<file path="src/rtl/eth_pcs_params.sv">
// ============================================================================
// Package     : eth_pcs_params
// Description : Shared widths and constants for the 10GBASE-R PCS gearboxes.
// Revision    : 1.0 - initial release
// ============================================================================
`default_nettype none

package eth_pcs_params;

   localparam int unsigned W_DATA           = 32;
   localparam int unsigned W_SYNC           = 2;
   localparam int unsigned W_TX_GEARBOX_CNT = 7;
   localparam int unsigned W_TX_GEARBOX_RES = 64;

   localparam logic [W_TX_GEARBOX_CNT-1:0] TX_GEARBOX_CNT = 7'd65;

   // Bits held over in the residue at a given sequence count. This value is
   // always derived from the counter and is never stored.
   function automatic logic [W_TX_GEARBOX_CNT-1:0] f_residue_bits(
      input logic [W_TX_GEARBOX_CNT-1:0] cnt
   );
      if (cnt == TX_GEARBOX_CNT) begin
         return W_TX_GEARBOX_CNT'(W_DATA);
      end
      return cnt + {{(W_TX_GEARBOX_CNT-1){1'b0}}, cnt[0]};
   endfunction

endpackage

`default_nettype wire

</file>
<file path="src/rtl/eth_pcs_tx_gearbox.sv">
// ============================================================================
// Module      : eth_pcs_tx_gearbox
// Description : 10GBASE-R TX gearbox, 66b blocks (two 32b halves) -> 32b PMA words.
// Revision    : 1.0 - initial release
// ============================================================================
`default_nettype none

module eth_pcs_tx_gearbox
   import eth_pcs_params::*;
(
   input  logic              i_clk,
   input  logic              i_reset,
   input  logic              i_hdr_valid,
   input  logic [W_SYNC-1:0] i_hdr,
   input  logic [W_DATA-1:0] i_data,
   output logic              o_grbx_ready,
   output logic [W_DATA-1:0] o_pma_data,
   output logic              o_seq_err
);

   // Widest merge is 34 input bits landing at residue offset 62 (or 32 at 64),
   // so 96 bits hold every combination without loss.
   localparam int unsigned c_W_COMB = W_DATA + W_TX_GEARBOX_RES;

   logic [W_TX_GEARBOX_CNT-1:0] r_seq_cnt;
   logic [W_TX_GEARBOX_RES-1:0] r_residue;

   logic [W_TX_GEARBOX_CNT-1:0] w_seq_cnt_nxt;
   logic                        w_ready;
   logic                        w_first_half;
   logic                        w_seq_err;
   logic [W_TX_GEARBOX_CNT-1:0] w_res_bits;
   logic [c_W_COMB-1:0]         w_in_bits;
   logic [c_W_COMB-1:0]         w_comb;

   always_comb begin : p_seq
      w_seq_cnt_nxt = r_seq_cnt + W_TX_GEARBOX_CNT'(1);
      if (r_seq_cnt == TX_GEARBOX_CNT) begin
         w_seq_cnt_nxt = '0;
      end
      w_ready      = (r_seq_cnt < (TX_GEARBOX_CNT - W_TX_GEARBOX_CNT'(1)));
      w_first_half = ~r_seq_cnt[0];
      w_seq_err    = w_ready & (i_hdr_valid != w_first_half);
   end

   always_comb begin : p_merge
      w_res_bits = f_residue_bits(r_seq_cnt);
      w_in_bits  = '0;
      if (w_ready) begin
         if (w_first_half) begin
            w_in_bits = c_W_COMB'({i_data, i_hdr});
         end else begin
            w_in_bits = c_W_COMB'(i_data);
         end
      end
      w_comb = c_W_COMB'(r_residue) | (w_in_bits << w_res_bits);
   end

   assign o_grbx_ready = w_ready;

   always_ff @(posedge i_clk or posedge i_reset) begin
      if (i_reset) begin
         r_seq_cnt  <= '0;
         r_residue  <= '0;
         o_pma_data <= '0;
         o_seq_err  <= 1'b0;
      end else begin
         r_seq_cnt  <= w_seq_cnt_nxt;
         r_residue  <= w_comb[c_W_COMB-1:W_DATA];
         o_pma_data <= w_comb[W_DATA-1:0];
         o_seq_err  <= w_seq_err;
      end
   end

endmodule

`default_nettype wire

</file>
<file path="config.mk">
export PLATFORM = sky130hd
export DESIGN_NAME = eth_pcs_tx_gearbox
export DESIGN_NICKNAME = d
export VERILOG_FILES = /design/src/rtl/eth_pcs_params.sv /design/src/rtl/eth_pcs_tx_gearbox.sv
export SDC_FILE = /design/constraint.sdc
export NUM_CORES = 1
export LEC_CHECK = 0
export ABC_AREA = 1
export CELL_PAD_IN_SITES_DETAIL_PLACEMENT = 1
export CELL_PAD_IN_SITES_GLOBAL_PLACEMENT = 2
export CORE_MARGIN = 8
export CORE_UTILIZATION = 34
export CTS_CLUSTER_SIZE = 24
export DETAILED_ROUTE_END_ITERATION = 12
export GPL_TIMING_DRIVEN = 0
export HOLD_SLACK_MARGIN = 0.03
export PLACE_DENSITY = 0.95
export SLEW_MARGIN = 10
export SYNTH_ARGS = -nofsm -noshare
export SYNTH_HDL_FRONTEND = slang
export SYNTH_SLANG_ARGS = --single-unit
</file>
<file path="constraint.sdc">
create_clock -name i_clk -period 5.7 [get_ports i_clk]
set_clock_uncertainty 0.1 [all_clocks]
set_input_delay 1.425 -clock i_clk [delete_from_list [all_inputs] [get_ports i_clk]]
set_output_delay 1.425 -clock i_clk [all_outputs]
set_load 0.01 [all_outputs]
</file>
==> results.py <==
metrics = {
    "status": {
        "status": "finished, final reports clean",
    },
    "clock_tree": {
        "htree_levels": 3,
        "clkSinkCount": 104,
        "clk_pin_slew_ns": 0.08,
        "cts_made_buffers": 9,
        "ctsResizeCount": 0,
        "root_buffer": "clkbuf_16",
        "worst_skew_pair.late_latency_ns": 0.37,
        "clockBufferDepth": 2,
        "hold_buffers": 0,
        "cts_tree": "yes",
        "post_cts_buffers": 0,
    },
    "min_path": {
        "hold_path_class": "reg -> reg",
    },
    "grt": {
        "grt_overflow_total": 0,
        "antenna_found_initial": 0,
        "grt_max_degree": 63,
        "grt_first_pass_wirelength_mm": 47.4,
        "grt_pass1_vias": 7929,
        "grt_use_total_pct": 25.4,
    },
    "yosys": {
        "yosysUniqueCellTypes": 31,
        "syn_nets": 1083,
        "yosysWarnings": 0,
        "syn_area_um2": 6920,
        "synth_seq_area_share_pct": 37.6,
        "synthesis.instances": 1044,
        "ys_ff_latch": 104,
        "avgSynthCellArea_um2": 6.63,
    },
    "detailed_routing": {
        "via_per_inst": 5.52,
        "routed_wl_mm": 30.9,
        "dr_wl_met3_mm": 1.92,
        "met1_length_mm": 13.5,
        "ant_nets": 0,
        "drt-pass1-iter-count": 5,
        "drc": 0,
        "wl_met2_mm": 14.3,
        "top_layer": "met4",
        "vias": 7730,
        "drt_iter0_markers": 610,
        "drt-wirelength-per-cell_um": 22.0,
    },
    "sta": {
        "setup_viol": 0,
        "final.setup.worst_slack_ns": 2.16,
        "period_share_pct": 62.2,
        "fmax_mhz": 282,
        "worst_slew_margin_rel_pct": 47.3,
        "hold_viol_final": 0,
        "worst_pin_slew_ns": 0.791,
        "rsz0062_at_grt": "no",
        "slew_viol_final": 0,
        "period_needed_ns": 3.54,
    },
    "pwr": {
        "p_leak_nw": 4.18,
        "swShare_pct": 25.5,
        "power_frac_seq_pct": 46.1,
        "power_frac_comb_pct": 11.8,
        "powerDensity_nw_per_um2": 202,
        "p_int_w": 0.00125,
        "netSwitchingPower_w": 0.000429,
        "power.total_w": 0.00168,
        "p_clk_share_pct": 42.2,
        "irDropWorstVdd_v": 0.000133,
    },
    "critical_path": {
        "required_ns": 4.18,
        "critical_path_class": "reg -> out",
        "start_kind": "flip-flop",
        "cp_max_fo": 10,
        "end_kind": "output pin",
        "cp.arrival_ns": 2.02,
    },
    "cells_and_area": {
        "nFillCells": 2603,
        "antenna_cells": 0,
        "syn_to_final_growth_pct": 20.3,
        "drive_above_1_share_pct": 7.87,
        "final_area_um2": 8330,
        "fin_nets": 1165,
    },
    "floorplanning": {
        "dieArea_um2": 25200,
        "ioPinCount": 71,
        "core.rowCount": 52,
        "die_h_um": 159,
        "initial_utilization_pct": 34.4,
        "coreArea_um2": 20100,
        "dieWidth_um": 159,
    },
    "place": {
        "place_hpwl_mm": 24.5,
        "port_buffers": 70,
        "post-place-ws_ns": 2.30,
        "place_congestion": 0.964,
        "place_area_um2": 7990,
    },
    "flow_run": {
        "drv_cap": 0,
    },
}
[power groups by stage]
stage / sequential (W) / combinational (W) / clock [W]
4_1_cts: 0.000775 / 0.000198 / 0.000723
3_3_place_gp: 0.000788 / 0.000190 / 0
5_1_grt: 0.000778 / 0.000218 / 0.000738
2_1_floorplan: 0.000794 / 0.0000939 / 0
6_report: 0.000775 / 0.000198 / 0.000709
3_5_place_dp: 0.000790 / 0.000197 / 0
[through the flow]
step,hold WS [ns],util [%],std cells,setup TNS [ns]
2_1_floorplan,0.309,-,1044,0
3_3_place_gp,0.313,39.6,1384,-23.63
3_5_place_dp,0.321,39.7,1385,0
4_1_cts,0.338,41.4,1401,0
5_1_grt,0.356,41.4,1401,0
6_report,0.333,41.4,1401,0
[layout by cell type (no fill, tap or decap), types with 8 or more instances in the layout]
cell type        netlist  final
buf_2                 36     36
nand2_1              316    316
a21oi_1               11     11
clkdlybuf4s50_1        0     70
inv_1                 83     82
clkbuf_1              14     14
nand3_1              266    266
and2_1                 8      8
nor2_1                67     67
nand4_1               58     58
buf_4                 10     10
dfrtp_1              104    104
buf_1                 11     11
o21ai_0                9      9
clkbuf_16              0      9
[Yosys cell counts]
cell type / instances / area share [%]
nand2_1: 316 / 17
nand3_1: 266 / 19
dfrtp_1: 104 / 38
inv_1: 83 / 4.5
nor2_1: 67 / 3.6
nand4_1: 58 / 5.2
buf_2: 36 / 2.6
clkbuf_1: 14 / 0.76
a21oi_1: 11 / 0.80
buf_1: 11 / 0.60
buf_4: 10 / 1.1
o21ai_0: 9 / 0.65
and2_1: 8 / 0.72
inv_2: 7 / 0.38
o21ai_1: 6 / 0.43
o21bai_1: 6 / 0.65
nand3b_1: 5 / 0.54
or2_2: 5 / 0.45
nand3_2: 3 / 0.43
a31o_2: 2 / 0.25
buf_6: 2 / 0.33
ha_1: 2 / 0.36
nand2_4: 2 / 0.33
nor2_2: 2 / 0.18
o211ai_1: 2 / 0.22
o21a_1: 2 / 0.22
inv_4: 1 / 0.090
nand3_4: 1 / 0.25
nor3_1: 1 / 0.072
or2_0: 1 / 0.090
xor2_1: 1 / 0.13
[layout make-up]
class,count,area (um2),share of cell area [%]
plain buffers,73,372,4.46
clock buffers,10,239,2.87
clock inverters,6,97.6,1.17
inverters,91,349,4.19
multi-input cells,776,3600,43.2
flip-flops and latches,104,2600,31.3
well taps,270,338,4.06
repair buffers,71,728,8.75
[logic make-up after synthesis]
kind of cell               after synthesis  share of synthesized area, %
buffers and inverters                  164                          10.3
and+or+nand+nor                        735                          48.3
AOI/OAI and AO/OA                       38                          3.22
DFF                                    104                          37.6
adders and majority gates                2                         0.362
xor gates and xnor gates                 1                         0.127
[registers in the layout, summed over array words and instances (netlist names)]
| signal | flops |
|---|---|
| r_seq_cnt | 7 |
| o_pma_data | 32 |
| o_seq_err | 1 |
| r_residue | 64 |
[layer usage]
| layer | vias to the layer above | GRT usage (%) |
|---|---|---|
| li1 | 3598 | - |
| met3 | 69 | 3.91 |
| met2 | 261 | 41.0 |
| met5 | - | 0 |
| met4 | 0 | 9.97 |
| met1 | 3802 | 33.3 |
[worst max-delay path, cell delays in order, from the launching register on]
cell             delay [ns]
dfrtp_1                0.36
buf_4                  0.18
inv_1                  0.26
buf_2                  0.28
clkdlybuf4s50_1        0.57
[worst paths after layout]
check / slack [ns] / startpoint / depth (start not counted) / end
max in group asynchronous: 3.49 / i_reset / 3 / o_pma_data[31]
worst max register to register: 2.84 / r_seq_cnt[0] / 10 / r_residue[0]
worst min-delay path: 0.33 / r_residue[17] / 2 / o_pma_data[17]
worst max-delay path: 2.16 / r_seq_cnt[6] / 4 / o_grbx_ready
worst min register to register: 0.33 / r_residue[17] / 2 / o_pma_data[17]
min in group asynchronous: 1.35 / i_reset / 2 / o_pma_data[3]
Power figures use the tool's default switching activity.
==> variant (same flow settings) <==
Reset style: synchronous (`i_reset`), changed in one clocked block.
--- a/src/rtl/eth_pcs_tx_gearbox.sv
+++ b/src/rtl/eth_pcs_tx_gearbox.sv
@@ -60,3 +60,3 @@
 
-   always_ff @(posedge i_clk or posedge i_reset) begin
+   always_ff @(posedge i_clk) begin
       if (i_reset) begin
Behaviour: differs if i_reset is asserted again (counterexample within 4 cycles, from zero or initial values and one cycle with i_reset high); with i_reset held inactive, the same outputs for 10 cycles.
==> variant against the original RTL <==
Cell area is 2.5% lower; sequential cell count did not move; synthesized area down 2.0%; wire length is 3.5% lower; global-route usage down 0.79 points; worst setup slack gained 2.1 ps; register-to-register slack better by 130 ps; first-iteration DRC count rose by 13%; largest cell class unchanged.
Power is not compared: it rests on default switching activity, and its combinational part moved more than twofold at a synthesized area within 25%.
==> variant: results (changes against the original RTL) <==
met3 Track Usage GR: 0.0474 (+0.00835)
most common library cells after synthesis: nand2_1, nand3_1, nor2_1
post-detail-place hpwl: 24200 microns (-1.0%)
Mapped Area: 6780 sq um (-2.0%)
Post-Synth Adder-Cell Area: 0.00369 (+0.0000741)
fraction of area in multi-input gates: 0.475 (+0.0429)
#MultiIn Comb: 826 (+6.4%)
placed inst area: 7810 sq um (-2.2%)
met2 GRT Util: 0.400 (-0.0107)
Worst Max-Slew Pin Slew: 802 ps (+11.1 ps)
reg2reg start: r_seq_cnt[1]
routed length on met3: 2090 microns (+8.6%)
vias in the first global route: 7957 (+0.35%)
Layout fillers: 2661 (+2.2%)
Detailed Routing Iterations Pass 1: 8 (+3)
top cell type's share of synthesized area: 0.307 (-0.0691)
FF-to-FF path depth: 12 (+2)
Vias/cell: 5.43 (-1.6%)
Buffers excl. clock: 146 (+1.4%)
ClkCell Share: 0.0373 (-0.00311)
Compound-Gate Fraction of Synth Area: 0.0891 (+0.0569)
Min-Delay Endpoint: o_pma_data[19]
asr flop ratio synth: 0 (-1.00)
Synth Net Count: 1152 (+6.4%)
Hold WS: 332 ps (-0.921 ps)
Routed WL per cell: 20.3 microns (-7.7%)
Placer Congestion: 0.987 (+2.4%)
status: complete, no violations
first-pass GRT wire length: 46000 microns (-2.9%)
WL met2: 13700 microns (-4.5%)
layout cells sized above 1: 0.0867 (+0.00805)
RR Endpoint: r_residue[4]
CP startpoint: r_seq_cnt[6]
GRT Util Overall: 0.246 (-0.00794)
top post-synthesis cells by area: dfxtp_1, nand3_1, nand2_1, a21oi_1, nor2_1
largest area contributor in the netlist: dfxtp_1
# clk buffers: 9 (-1)
r2r setup slk: 2970 ps (+130 ps)
largest net degree at the start of global routing: 19 (-70%)
-- variant: power groups by stage --
stage          combinational (W)  sequential (W)  clock, W
2_1_floorplan           0.000461        0.000825         0
3_3_place_gp            0.000795        0.000802         0
3_5_place_dp            0.000801        0.000805         0
4_1_cts                 0.000807        0.000789  0.000650
5_1_grt                 0.000892        0.000793  0.000679
6_report                0.000817        0.000787  0.000644
-- variant: metrics by stage --
stage | util | power, W | std cells
2_1_floorplan | - | 0.00129 | 1113
3_3_place_gp | 0.400 | 0.00160 | 1448
3_5_place_dp | 0.400 | 0.00161 | 1448
4_1_cts | 0.416 | 0.00225 | 1464
5_1_grt | 0.416 | 0.00236 | 1464
6_report | 0.416 | 0.00225 | 1464
-- variant: cell families after synthesis --
family          after synthesis
compound gates              112
xor+xnor                      1
simple gates                711
flops                       104
fa+ha+maj                     2
buf+inv                     183
